===== src/rtl/pokey_pkg.sv =====
// ============================================================================
// pokey_pkg : shared encodings and constants for the POKEY pot scan datapath
// Rev 1.0
// ============================================================================
`default_nettype none

package pokey_pkg;

    typedef enum logic [1:0] {
        ST_IDLE = 2'd0,
        ST_DUMP = 2'd1,
        ST_SCAN = 2'd2
    } pot_state_t;

    localparam int POT_MAX_COUNT  = 228;
    localparam int POT_DUMP_TICKS = 2;

endpackage

`default_nettype wire


===== src/rtl/pokey_sync2.sv =====
// ============================================================================
// pokey_sync2 : parameter-width two-flop synchronizer, async active-low reset
// Rev 1.0
// ============================================================================
`default_nettype none

module pokey_sync2 #(
    parameter int WIDTH = 1
) (
    input  logic             clk,
    input  logic             rst_n,
    input  logic [WIDTH-1:0] d,
    output logic [WIDTH-1:0] q
);

    logic [WIDTH-1:0] r_meta;
    logic [WIDTH-1:0] r_sync;

    always_ff @(posedge clk or negedge rst_n) begin
        if (!rst_n) begin
            r_meta <= '0;
            r_sync <= '0;
        end else begin
            r_meta <= d;
            r_sync <= r_meta;
        end
    end

    assign q = r_sync;

endmodule

`default_nettype wire


===== src/rtl/pokey_pot_scan_ctrl.sv =====
// ============================================================================
// pokey_pot_scan_ctrl : POTGO sequencer owning dump, line counter, POTn, ALLPOT
// Rev 1.0
// ============================================================================
`default_nettype none

module pokey_pot_scan_ctrl
    import pokey_pkg::*;
#(
    parameter int NUM_POTS   = 8,
    parameter int MAX_COUNT  = POT_MAX_COUNT,
    parameter int DUMP_TICKS = POT_DUMP_TICKS
) (
    input  logic                  o2,
    input  logic                  n_reset,
    input  logic                  potgo_strb,
    input  logic                  init_L,
    input  logic                  fast_scan,
    input  logic                  clk15_en,
    input  logic [NUM_POTS-1:0]   pot_scan,
    output logic                  pot_dump,
    output logic [7:0]            bin_ctr_pot,
    output logic [8*NUM_POTS-1:0] pot_val,
    output logic [NUM_POTS-1:0]   allpot,
    output logic                  scan_busy
);

    localparam logic [7:0] C_MAX8      = 8'(MAX_COUNT);
    localparam logic [7:0] C_DUMP_LAST = 8'(DUMP_TICKS - 1);

    pot_state_t            r_state,    w_state_nxt;
    logic [7:0]            r_dump_cnt, w_dump_nxt;
    logic [7:0]            r_ctr,      w_ctr_nxt;
    logic [8*NUM_POTS-1:0] r_pot_val,  w_val_nxt;
    logic [NUM_POTS-1:0]   r_allpot,   w_allpot_nxt;
    logic [NUM_POTS-1:0]   w_pot_s;
    logic [NUM_POTS-1:0]   w_hit;
    logic [NUM_POTS-1:0]   w_left;
    logic                  w_tick;

    pokey_sync2 #(.WIDTH(NUM_POTS)) u_pot_sync (
        .clk   (o2),
        .rst_n (n_reset),
        .d     (pot_scan),
        .q     (w_pot_s)
    );

    assign w_tick = fast_scan ? 1'b1 : clk15_en;

    always_comb begin
        w_state_nxt  = r_state;
        w_dump_nxt   = r_dump_cnt;
        w_ctr_nxt    = r_ctr;
        w_val_nxt    = r_pot_val;
        w_allpot_nxt = r_allpot;
        w_hit        = '0;
        w_left       = '0;

        if (!init_L) begin
            w_state_nxt  = ST_IDLE;
            w_ctr_nxt    = '0;
            w_allpot_nxt = '0;
        end else if (potgo_strb) begin
            w_state_nxt  = ST_DUMP;
            w_dump_nxt   = '0;
            w_ctr_nxt    = '0;
            w_allpot_nxt = '1;
        end else if (w_tick) begin
            case (r_state)
                ST_DUMP: begin
                    if (r_dump_cnt == C_DUMP_LAST)
                        w_state_nxt = ST_SCAN;
                    else
                        w_dump_nxt = r_dump_cnt + 8'd1;
                end
                ST_SCAN: begin
                    w_hit  = r_allpot & w_pot_s;
                    w_left = r_allpot & ~w_hit;
                    for (int n = 0; n < NUM_POTS; n++) begin
                        if (w_hit[n])
                            w_val_nxt[8*n +: 8] = r_ctr;
                    end
                    // Terminal count: pots that never crossed threshold read MAX_COUNT
                    if (r_ctr == C_MAX8) begin
                        for (int n = 0; n < NUM_POTS; n++) begin
                            if (w_left[n])
                                w_val_nxt[8*n +: 8] = C_MAX8;
                        end
                        w_allpot_nxt = '0;
                        w_state_nxt  = ST_IDLE;
                    end else if (w_left == '0) begin
                        w_allpot_nxt = '0;
                        w_state_nxt  = ST_IDLE;
                    end else begin
                        w_allpot_nxt = w_left;
                        w_ctr_nxt    = r_ctr + 8'd1;
                    end
                end
                default: begin
                    w_state_nxt = ST_IDLE;
                end
            endcase
        end
    end

    always_ff @(posedge o2 or negedge n_reset) begin
        if (!n_reset) begin
            r_state    <= ST_IDLE;
            r_dump_cnt <= '0;
            r_ctr      <= '0;
            r_pot_val  <= '0;
            r_allpot   <= '0;
        end else begin
            r_state    <= w_state_nxt;
            r_dump_cnt <= w_dump_nxt;
            r_ctr      <= w_ctr_nxt;
            r_pot_val  <= w_val_nxt;
            r_allpot   <= w_allpot_nxt;
        end
    end

    assign pot_dump    = (r_state != ST_SCAN);
    assign scan_busy   = (r_state != ST_IDLE);
    assign bin_ctr_pot = r_ctr;
    assign pot_val     = r_pot_val;
    assign allpot      = r_allpot;

endmodule

`default_nettype wire

===== config.mk =====
export PLATFORM = sky130hd
export DESIGN_NAME = pokey_pot_scan_ctrl
export DESIGN_NICKNAME = d
export VERILOG_FILES = /design/src/rtl/pokey_pkg.sv /design/src/rtl/pokey_sync2.sv /design/src/rtl/pokey_pot_scan_ctrl.sv
export SDC_FILE = /design/constraint.sdc
export NUM_CORES = 1
export LEC_CHECK = 0
export CORE_MARGIN = 2
export CORE_UTILIZATION = 35
export CTS_CLUSTER_DIAMETER = 150
export DETAILED_ROUTE_END_ITERATION = 12
export MAX_ROUTING_LAYER = met4
export PLACE_DENSITY = 0.62
export SYNTH_ARGS = -nofsm -noshare
export SYNTH_HDL_FRONTEND = slang
export SYNTH_SLANG_ARGS = --single-unit

===== constraint.sdc =====
create_clock -name o2 -period 1.8 [get_ports o2]
set_clock_uncertainty 0.2 [all_clocks]
set_input_delay 0.36 -clock o2 [delete_from_list [all_inputs] [get_ports o2]]
set_output_delay 0.36 -clock o2 [all_outputs]
set_load 0.05 [all_outputs]

Yosys cells after proc, flatten, opt, wreduce, memory -nomap -nowiden
Cells that the tools add are included.
- add/sub/neg operators: 2
- $mul: 0
- divide/modulo/power cells: 0
- $lt $le $gt $ge: 0
- eq/ne operators: 12
- shift operators: 0
- mux-type cells: 41
- bitwise gates (word level): 4
- reductions and logical operators: 9
- operators with widths (cell ; count):
    two-way mux 8 bit ; 32
    two-way mux 64 bit ; 1
    adder 8 x 1 -> 8 bit, second input constant ; 2
    AND 8 bit ; 2
    two-way mux 2 bit ; 6
    AND reduction 4 bit ; 3
    == test 8 x 1 -> 1 bit, second input constant ; 1
    == test 8 bit, second input constant ; 1
    zero test 8 bit ; 1
    inverter 8 bit ; 1
    != test 3 x 2 -> 1 bit, second input constant ; 2
    != test 3 bit, second input constant ; 2
    nonzero test 2 bit ; 3
    != test 5 bit, second input constant ; 1
    != test 2 bit, second input constant ; 2
    != test 4 bit, second input constant ; 1
    case mux 2 bit (2 select lines) ; 1
    AND reduction 3 bit ; 1
    == test 2 x 1 -> 1 bit, second input constant ; 1
    == test 2 bit, second input constant ; 1
    AND reduction 2 bit ; 1
    two-way mux 1 bit ; 1
    inverter 1 bit ; 1
- bits in registers: 106
- bits in latches: 0
- memory bits (writable): 0
- ROM bits: 0
- input bits: 14
- output and inout bits: 82
- word-level logic and storage cells: 75
- memories kept: 0

Longest topological paths before layout
Gate-level depths: netlist of the first run.
- depth after elaboration: 10
- gate-level depth with buffers: 8
- mapped depth without buffers: 7

Modules after synthesis
Synthesis of the first run repeated with hierarchy kept, for this count alone.
- cells, all modules: 418
- area, all modules: 4629.4 µm²
- by module, submodules not included (module ; times used ; cells an instance ; area an instance (µm²) ; sequential area each (µm²)):
    pokey_pot_scan_ctrl ; 1 ; 402 ; 4229.1 ; 2252.2
    pokey_sync2 ; 1 ; 16 ; 400.4 ; 400.4

Worst setup path before layout of the first run
Ideal clock, no wire load.
- path type: register to register
- from: register r_ctr[0], in the netlist bin_ctr_pot[0]
- to: register r_pot_val[43], in the netlist pot_val[43]
- library setup time: 0.121 ns
- arrival time: 1.900 ns
- required time: 1.479 ns
- slack: -0.421 ns
- stages on the path, launching flop included: 8
- path buffers: 1
- period minus slack after synthesis: 2.221 ns
- path through: dfrtp_1 inv_1 ha_1 nand2_1 nor3_1 buf_2 o211ai_1 a22o_1
- word-level cells in the longest chain between the ends: 2
- RTL lines (what ; line ; RTL):
    start, declared ; pokey_pot_scan_ctrl.sv:33 ; logic [7:0] r_ctr, w_ctr_nxt;
    start signal, assigned ; pokey_pot_scan_ctrl.sv:116 ; r_ctr <= w_ctr_nxt;
    == test 8 bit ; pokey_pot_scan_ctrl.sv:84 ; if (r_ctr == C_MAX8) begin
    two-way mux 64 bit ; pokey_pot_scan_ctrl.sv:84 ;
    end signal, assigned ; pokey_pot_scan_ctrl.sv:117 ; r_pot_val <= w_val_nxt;
    end, declared ; pokey_pot_scan_ctrl.sv:34 ; logic [8*NUM_POTS-1:0] r_pot_val, w_val_nxt;
No other way between the ends.
A chain may end at the register's enable or synchronous reset.

Worst setup path in the final report of the first run
- from: register r_ctr[0], in the netlist bin_ctr_pot[0]
- to: register r_pot_val[44], in the netlist pot_val[44]
The elaborated chain is that of the path after synthesis.

==> results of run 1 <==
power groups by stage:
stage	clock network, W	registers, W	logic (W)
2_1_floorplan	0	0.00266	0.000106
3_3_place_gp	0	0.00254	0.000569
3_5_place_dp	0	0.00254	0.000577
5_1_grt	0.00205	0.00250	0.000651
4_1_cts	0.00194	0.00249	0.000597
6_report	0.00191	0.00249	0.000613
critical path, stage by stage, from the launching register on:
cell and delay, ns:
dfrtp_2 0.41, inv_2 0.08, ha_4 0.14, nand2_4 0.05, nor3_4 0.26, buf_4 0.16
o211ai_1 0.18, a22o_1 0.24
layer usage:
layer	wire (um)	vias up	global-route usage, %	part of all wire, %
met5	0	-	-	0
met4	277	0	6.75	2.2
met3	819	18	4.24	6.6
met2	6010	111	30.6	48
met1	5320	1769	26.2	43
li1	-	1644	-	-
cells by family (layout without fill, tap and decap cells):
kind of cell	after synthesis	after routing	synth area share (%)
DFF	106	106	62.2
buffers and inverters	23	179	2.20
xor gates and xnor gates	6	6	1.23
and+or+nand+nor	106	106	13.0
adders and majority gates	4	4	1.17
AOI/OAI and AO/OA	113	113	20.2
what timing repair did:
item / CTS / global route
hold buffers: 1 / 0
setup endpoints to repair: 71 / 85
hold endpoints to repair: 106 / 0
gates resized for setup: 20 / 41
cloned: 0 / 2
buffers inserted: 5 / 6
pin swaps: 6 / 11
per-stage QoR:
step                cells  area, um2  power, W  hold slack (ns)  setup slack [ns]
floorplan             358       4300   0.00276           -0.136            -0.125
global placement      631       6580   0.00310            0.134            -0.426
detailed placement    631       6580   0.00312            0.136            -0.493
CTS                   653       6980   0.00503            0.154           -0.0367
global route          661       7180   0.00520            0.159            -0.121
finish                661       7180   0.00502            0.150           -0.0293
Yosys cell counts, drive strengths merged, types with 4 or more instances:
cell	number	area [um2]
ha	4	50.1
nor2	11	43.8
and3	9	56.3
buf	7	33.8
o211a	12	120
or4	4	30.0
dfrtp	106	2650
o211ai	12	90.1
inv	6	22.5
xor2	6	52.6
nand2	30	113
nand2b	10	65.1
o22a	32	280
nand3	21	105
o31ai	5	37.5
clkbuf	10	37.5
and2	4	25.0
o21ai	28	140
a21oi	4	20.0
nor3	4	25.0
nand4	4	25.0
a22o	16	140
registers in the layout, summed over array words and instances, names as in the netlist:
name,count
u_pot_sync.q,8
u_pot_sync.r_meta,8
pot_val,64
allpot,8
r_state,2
r_dump_cnt,8
bin_ctr_pot,8
worst max path at each step:
| stage | end | cells past startpoint | slack (ns) |
|---|---|---|---|
| after floorplan | pot_val[59] | 7 | -0.12 |
| after detailed placement | allpot[5] | 6 | -0.49 |
| after global placement | bin_ctr_pot[6] | 7 | -0.43 |
| after global routing | pot_val[44] | 6 | -0.12 |
| final | pot_val[44] | 7 | -0.03 |
| after CTS | pot_val[44] | 7 | -0.04 |
final cells by class:
class	count	area [um2]	area share [%]
Inverter	6	22.5	0.314
Multi-Input combinational cell	229	1700	23.7
Tap cell	147	184	2.56
Clock inverter	6	57.6	0.802
Clock buffer	10	229	3.19
Timing Repair Buffer	157	2310	32.3
Sequential cell	106	2670	37.2
==> flow_metrics.py, run 1 <==
metrics = {
    "sta": {
        "rsz0062_at_grt": "yes",
        "hold_viol": 0,
        "min_period_ns": 1.83,
        "setup_ws_ns": -0.0293,
        "slew-limit-headroom_pct": 70.4,
        "worst_pin_slew_ns": 0.444,
        "period_share_pct": 102,
        "setup_viol_count_final": 11,
        "max_clock_freq_mhz": 547,
        "slew_viol_final": 0,
        "finalSetupTns_ns": -0.136,
    },
    "power": {
        "swShare_pct": 26.4,
        "powerDensity_mw_per_mm2": 699,
        "ir_drop_mv": 0.423,
        "p_clk_share_pct": 38.1,
        "p_int_w": 0.00369,
        "combinationalPowerShare_pct": 12.2,
        "p_switching_w": 0.00133,
        "power.leakage_nw": 3.24,
        "p_seq_share_pct": 49.6,
    },
    "synthesis": {
        "ys_types": 37,
        "seq_area_frac_synth_pct": 62.2,
        "synth_seq_cells": 106,
        "async_reset_ff_share_pct": 100,
        "synth.avg_cell_area_um2": 11.9,
        "synth_edf_count": 0,
        "syn-num-nets": 376,
        "postSynthCellCount": 358,
        "yosysWarnings": 0,
        "synthFlopType": "dfrtp_1",
        "netlist_area_mm2": 0.00426,
    },
    "setup_path": {
        "r2r-start": "bin_ctr_pot[0]",
        "r2r_end": "pot_val[44]",
        "worstPathMaxFanout": 4,
        "worstSetupPathType": "reg -> reg",
        "reg2reg_slack_ns": -0.03,
        "crit_start": "bin_ctr_pot[0]",
        "cp.arrival_ns": 1.86,
        "crit_required_ns": 1.83,
        "critical_path.endpoint_type": "register",
        "r2r_cells": 7,
        "crit_path_start_kind": "register",
    },
    "clock_network": {
        "clockRootBuffer": "clkbuf_16",
        "cts_tree": "done",
        "clock_latency_ns": 0.34,
        "htree_levels": 3,
        "cts_buffers": 9,
        "clk_pin_slew_ns": 0.08,
        "clock_sinks": 106,
        "clockBufferDepth": 2,
    },
    "min_path": {
        "hold_path_class": "reg -> reg",
        "min_path_cells": 0,
        "min_to": "u_pot_sync.q[2]",
        "hold_start": "u_pot_sync.r_meta[2]",
    },
    "status": {
        "outcome": "finished, violations left",
        "violations": "negative setup slack",
    },
    "place": {
        "hpwl_um": 8600,
        "portBuffers": 95,
        "routabilityCongestion": 0.871,
    },
    "layout": {
        "syn_to_final_growth_pct": 68.3,
        "antenna_cells": 0,
        "nFillCells": 930,
        "fin_nets": 527,
        "layout_common_cells": "dfrtp_1 (93), buf_12 (84), buf_4 (50)",
        "fin_util_pct": 60.0,
        "final_common_cell": "dfrtp_1",
        "drive_gt1_share_pct": 40.3,
    },
    "floorplan": {
        "ios": 96,
        "design.die.area_mm2": 0.0131,
        "die-height_um": 114,
        "rows": 40,
        "start_util_pct": 35.6,
        "core_mm2": 0.0120,
        "die_w_um": 114,
    },
    "global_route": {
        "antenna_found_initial": 0,
        "grt_pass1_vias": 3648,
        "grt_pass1_wl_um": 19200,
        "grt_overflow": 0,
        "grt_max_degree": 78,
        "grt.total_usage_pct": 19.8,
    },
    "drt": {
        "via_per_inst": 5.36,
        "drt_drc_violations_left": 0,
        "firstDrtPassIters": 4,
        "drt-initial-drc-count": 180,
        "ant_nets": 0,
        "routedWlPerCell_um": 18.8,
        "wirelength_um": 12400,
        "route.vias.total": 3542,
    },
    "flow_run": {
        "drv_cap": 0,
    },
}
Power figures use the tool's default switching activity.
==> run 2, diff against run 1 <==
--- a/config.mk
+++ b/config.mk
@@ -5,12 +5,14 @@
 export SDC_FILE = /design/constraint.sdc
 export NUM_CORES = 1
 export LEC_CHECK = 0
+export CELL_PAD_IN_SITES_DETAIL_PLACEMENT = 1
+export CELL_PAD_IN_SITES_GLOBAL_PLACEMENT = 1
 export CORE_MARGIN = 2
 export CORE_UTILIZATION = 35
 export CTS_CLUSTER_DIAMETER = 150
 export DETAILED_ROUTE_END_ITERATION = 12
 export MAX_ROUTING_LAYER = met4
-export PLACE_DENSITY = 0.62
+export PLACE_DENSITY = 0.76
 export SYNTH_ARGS = -nofsm -noshare
 export SYNTH_HDL_FRONTEND = slang
 export SYNTH_SLANG_ARGS = --single-unit
==> run 2 against run 1 <==
Largest power group unchanged. First-iteration DRC count up 13%. Critical path type unchanged. Largest cell class unchanged. Via count up 7.5%. The flow still finishes with violations (negative setup slack). Power up 0.59%. Final cell count up 0.30%.
==> flow_metrics.py, run 2 (synthesis results as in run 1) <==
metrics = {
    "setup_path": {
        "critical_path.endpoint_type": "register",
        "path_common_cell": "buf_12",
        "crit_family": "compound AO/OA/AOI/OAI gates",
        "worstPathMaxFanout": 6,
        "slowest_stage": "dfrtp_2",
        "worstSetupPathType": "reg -> reg",
        "cpPeakStageDelay_ns": 0.40,
        "path_buf_inv": 2,
        "crit_required_ns": 1.84,
        "r2r_end": "pot_val[3]",
        "r2r_cells": 6,
        "reg2reg_slack_ns": -0.17,
        "crit_chain": "nand4b_1 -> nor3_4 -> buf_12 -> buf_12 -> o211ai_1 -> a22o_1",
        "crit_path_start_kind": "register",
        "r2r-start": "bin_ctr_pot[4]",
        "cp.arrival_ns": 2.00,
    },
    "sta": {
        "min_period_ns": 1.97,
        "finalSetupTns_ns": -4.18,
        "setup_ws_ns": -0.167,
        "setup_viol_count_final": 66,
        "hold_viol": 0,
        "period_share_pct": 109,
        "slew-limit-headroom_pct": 60.7,
        "slew_viol_final": 0,
        "rsz0062_at_grt": "yes",
        "worst_pin_slew_ns": 0.590,
        "max_clock_freq_mhz": 508,
    },
    "drt": {
        "route.vias.total": 3808,
        "drt_drc_violations_left": 0,
        "drt-initial-drc-count": 203,
        "routedWlPerCell_um": 24.8,
        "via_per_inst": 5.74,
        "ant_nets": 0,
        "wirelength_um": 16400,
        "firstDrtPassIters": 4,
    },
    "clock_network": {
        "clock_sinks": 106,
        "clockRootBuffer": "clkbuf_16",
        "clk_pin_slew_ns": 0.08,
        "cts_buffers": 9,
        "clock_latency_ns": 0.36,
        "cts_tree": "done",
        "htree_levels": 3,
        "clockBufferDepth": 2,
    },
    "place": {
        "dp_slack_ns": -0.516,
        "routabilityCongestion": 0.789,
        "portBuffers": 95,
        "hpwl_um": 9620,
    },
    "global_route": {
        "grt_max_degree": 107,
        "grt_pass1_vias": 4088,
        "antenna_found_initial": 0,
        "grt_pass1_wl_um": 23100,
        "grt_overflow": 0,
        "grt.total_usage_pct": 24.4,
    },
    "power": {
        "power.leakage_nw": 3.25,
        "powerDensity_mw_per_mm2": 681,
        "ir_drop_mv": 0.482,
    },
    "min_path": {
        "hold_path_class": "reg -> reg",
        "min_path_cells": 0,
        "min_to": "u_pot_sync.q[2]",
        "hold_start": "u_pot_sync.r_meta[2]",
    },
    "layout": {
        "largest_reg_flops": 64,
        "antenna_cells": 0,
        "syn_to_final_growth_pct": 74.0,
        "fin_nets": 529,
        "layout_common_cells": "dfrtp_1 (92), buf_12 (89), buf_4 (44)",
        "fin_util_pct": 62.0,
        "drive_gt1_share_pct": 44.0,
        "final_common_cell": "dfrtp_1",
    },
    "flow_run": {
        "drv_cap": 0,
    },
    "floorplan": {
        "die_w_um": 114,
        "ios": 96,
        "core_mm2": 0.0120,
        "start_util_pct": 35.6,
        "design.die.area_mm2": 0.0131,
        "rows": 40,
        "die-height_um": 114,
    },
    "status": {
        "outcome": "finished, violations left",
        "violations": "negative setup slack",
    },
}
-- run 2: cell types whose count changed in the layout (fill, tap and decap cells not counted), sizes merged --
cell          delta
dlygate4sd2      +1
clkbuf           +3
clkinvlp         +1
dlymetal6s2s     -1
buf              -1
inv              +1
clkinv           -2
-- run 2: report_power, final --
group / switching (W) / leakage (nW) / internal [W]
clock: 0.000954 / 0.134 / 0.000959
sequential: 0.0000539 / 1.41 / 0.00244
combinational: 0.000363 / 1.71 / 0.000276
-- run 2: per-stage QoR --
| step | hold slack (ns) | area (um2) | cells | total power, W |
|---|---|---|---|---|
| floorplan | -0.136 | 4300 | 358 | 0.00276 |
| global placement | 0.136 | 6550 | 629 | 0.00310 |
| detailed placement | 0.136 | 6550 | 629 | 0.00312 |
| CTS | 0.151 | 7020 | 651 | 0.00502 |
| global route | 0.159 | 7420 | 663 | 0.00522 |
| finish | 0.145 | 7420 | 663 | 0.00505 |
-- run 2: worst max-delay path by stage --
stage,startpoint,end,cells after the start
CTS,r_state[1],scan_busy,3
global route,r_state[1],pot_val[12],7
detailed placement,fast_scan,pot_val[19],6
floorplan,bin_ctr_pot[0],pot_val[59],7
global placement,fast_scan,pot_val[11],6
finish,bin_ctr_pot[4],pot_val[3],6
-- run 2: repair_timing --
item / 4_1_cts / 5_1_grt
setup buffers: 4 / 9
hold buffers: 1 / 0
hold endpoints to repair: 106 / 0
cloned: 1 / 5
endpoints found under the setup margin: 78 / 84
pin swaps: 6 / 43
gates resized for setup: 46 / 50
-- run 2: area by class of cell --
| class | instances | area (um2) |
|---|---|---|
| Inverter | 6 | 22.5 |
| Fill cell | 1134 | 4540 |
| Timing Repair Buffer | 159 | 2440 |
| Sequential cell | 106 | 2670 |
| Tap cell | 147 | 184 |
| Clock inverter | 6 | 47.5 |
| Multi-Input combinational cell | 229 | 1830 |
| Clock buffer | 10 | 229 |
-- run 2: routing by layer --
layer	routed length [um]	track usage, %	vias to the layer above	part of all wire [%]
met1	6460	29.2	1966	39
met4	515	8.70	0	3.1
met5	0	-	-	0
met3	1020	6.41	36	6.2
met2	8430	40.2	154	51
li1	-	-	1652	-
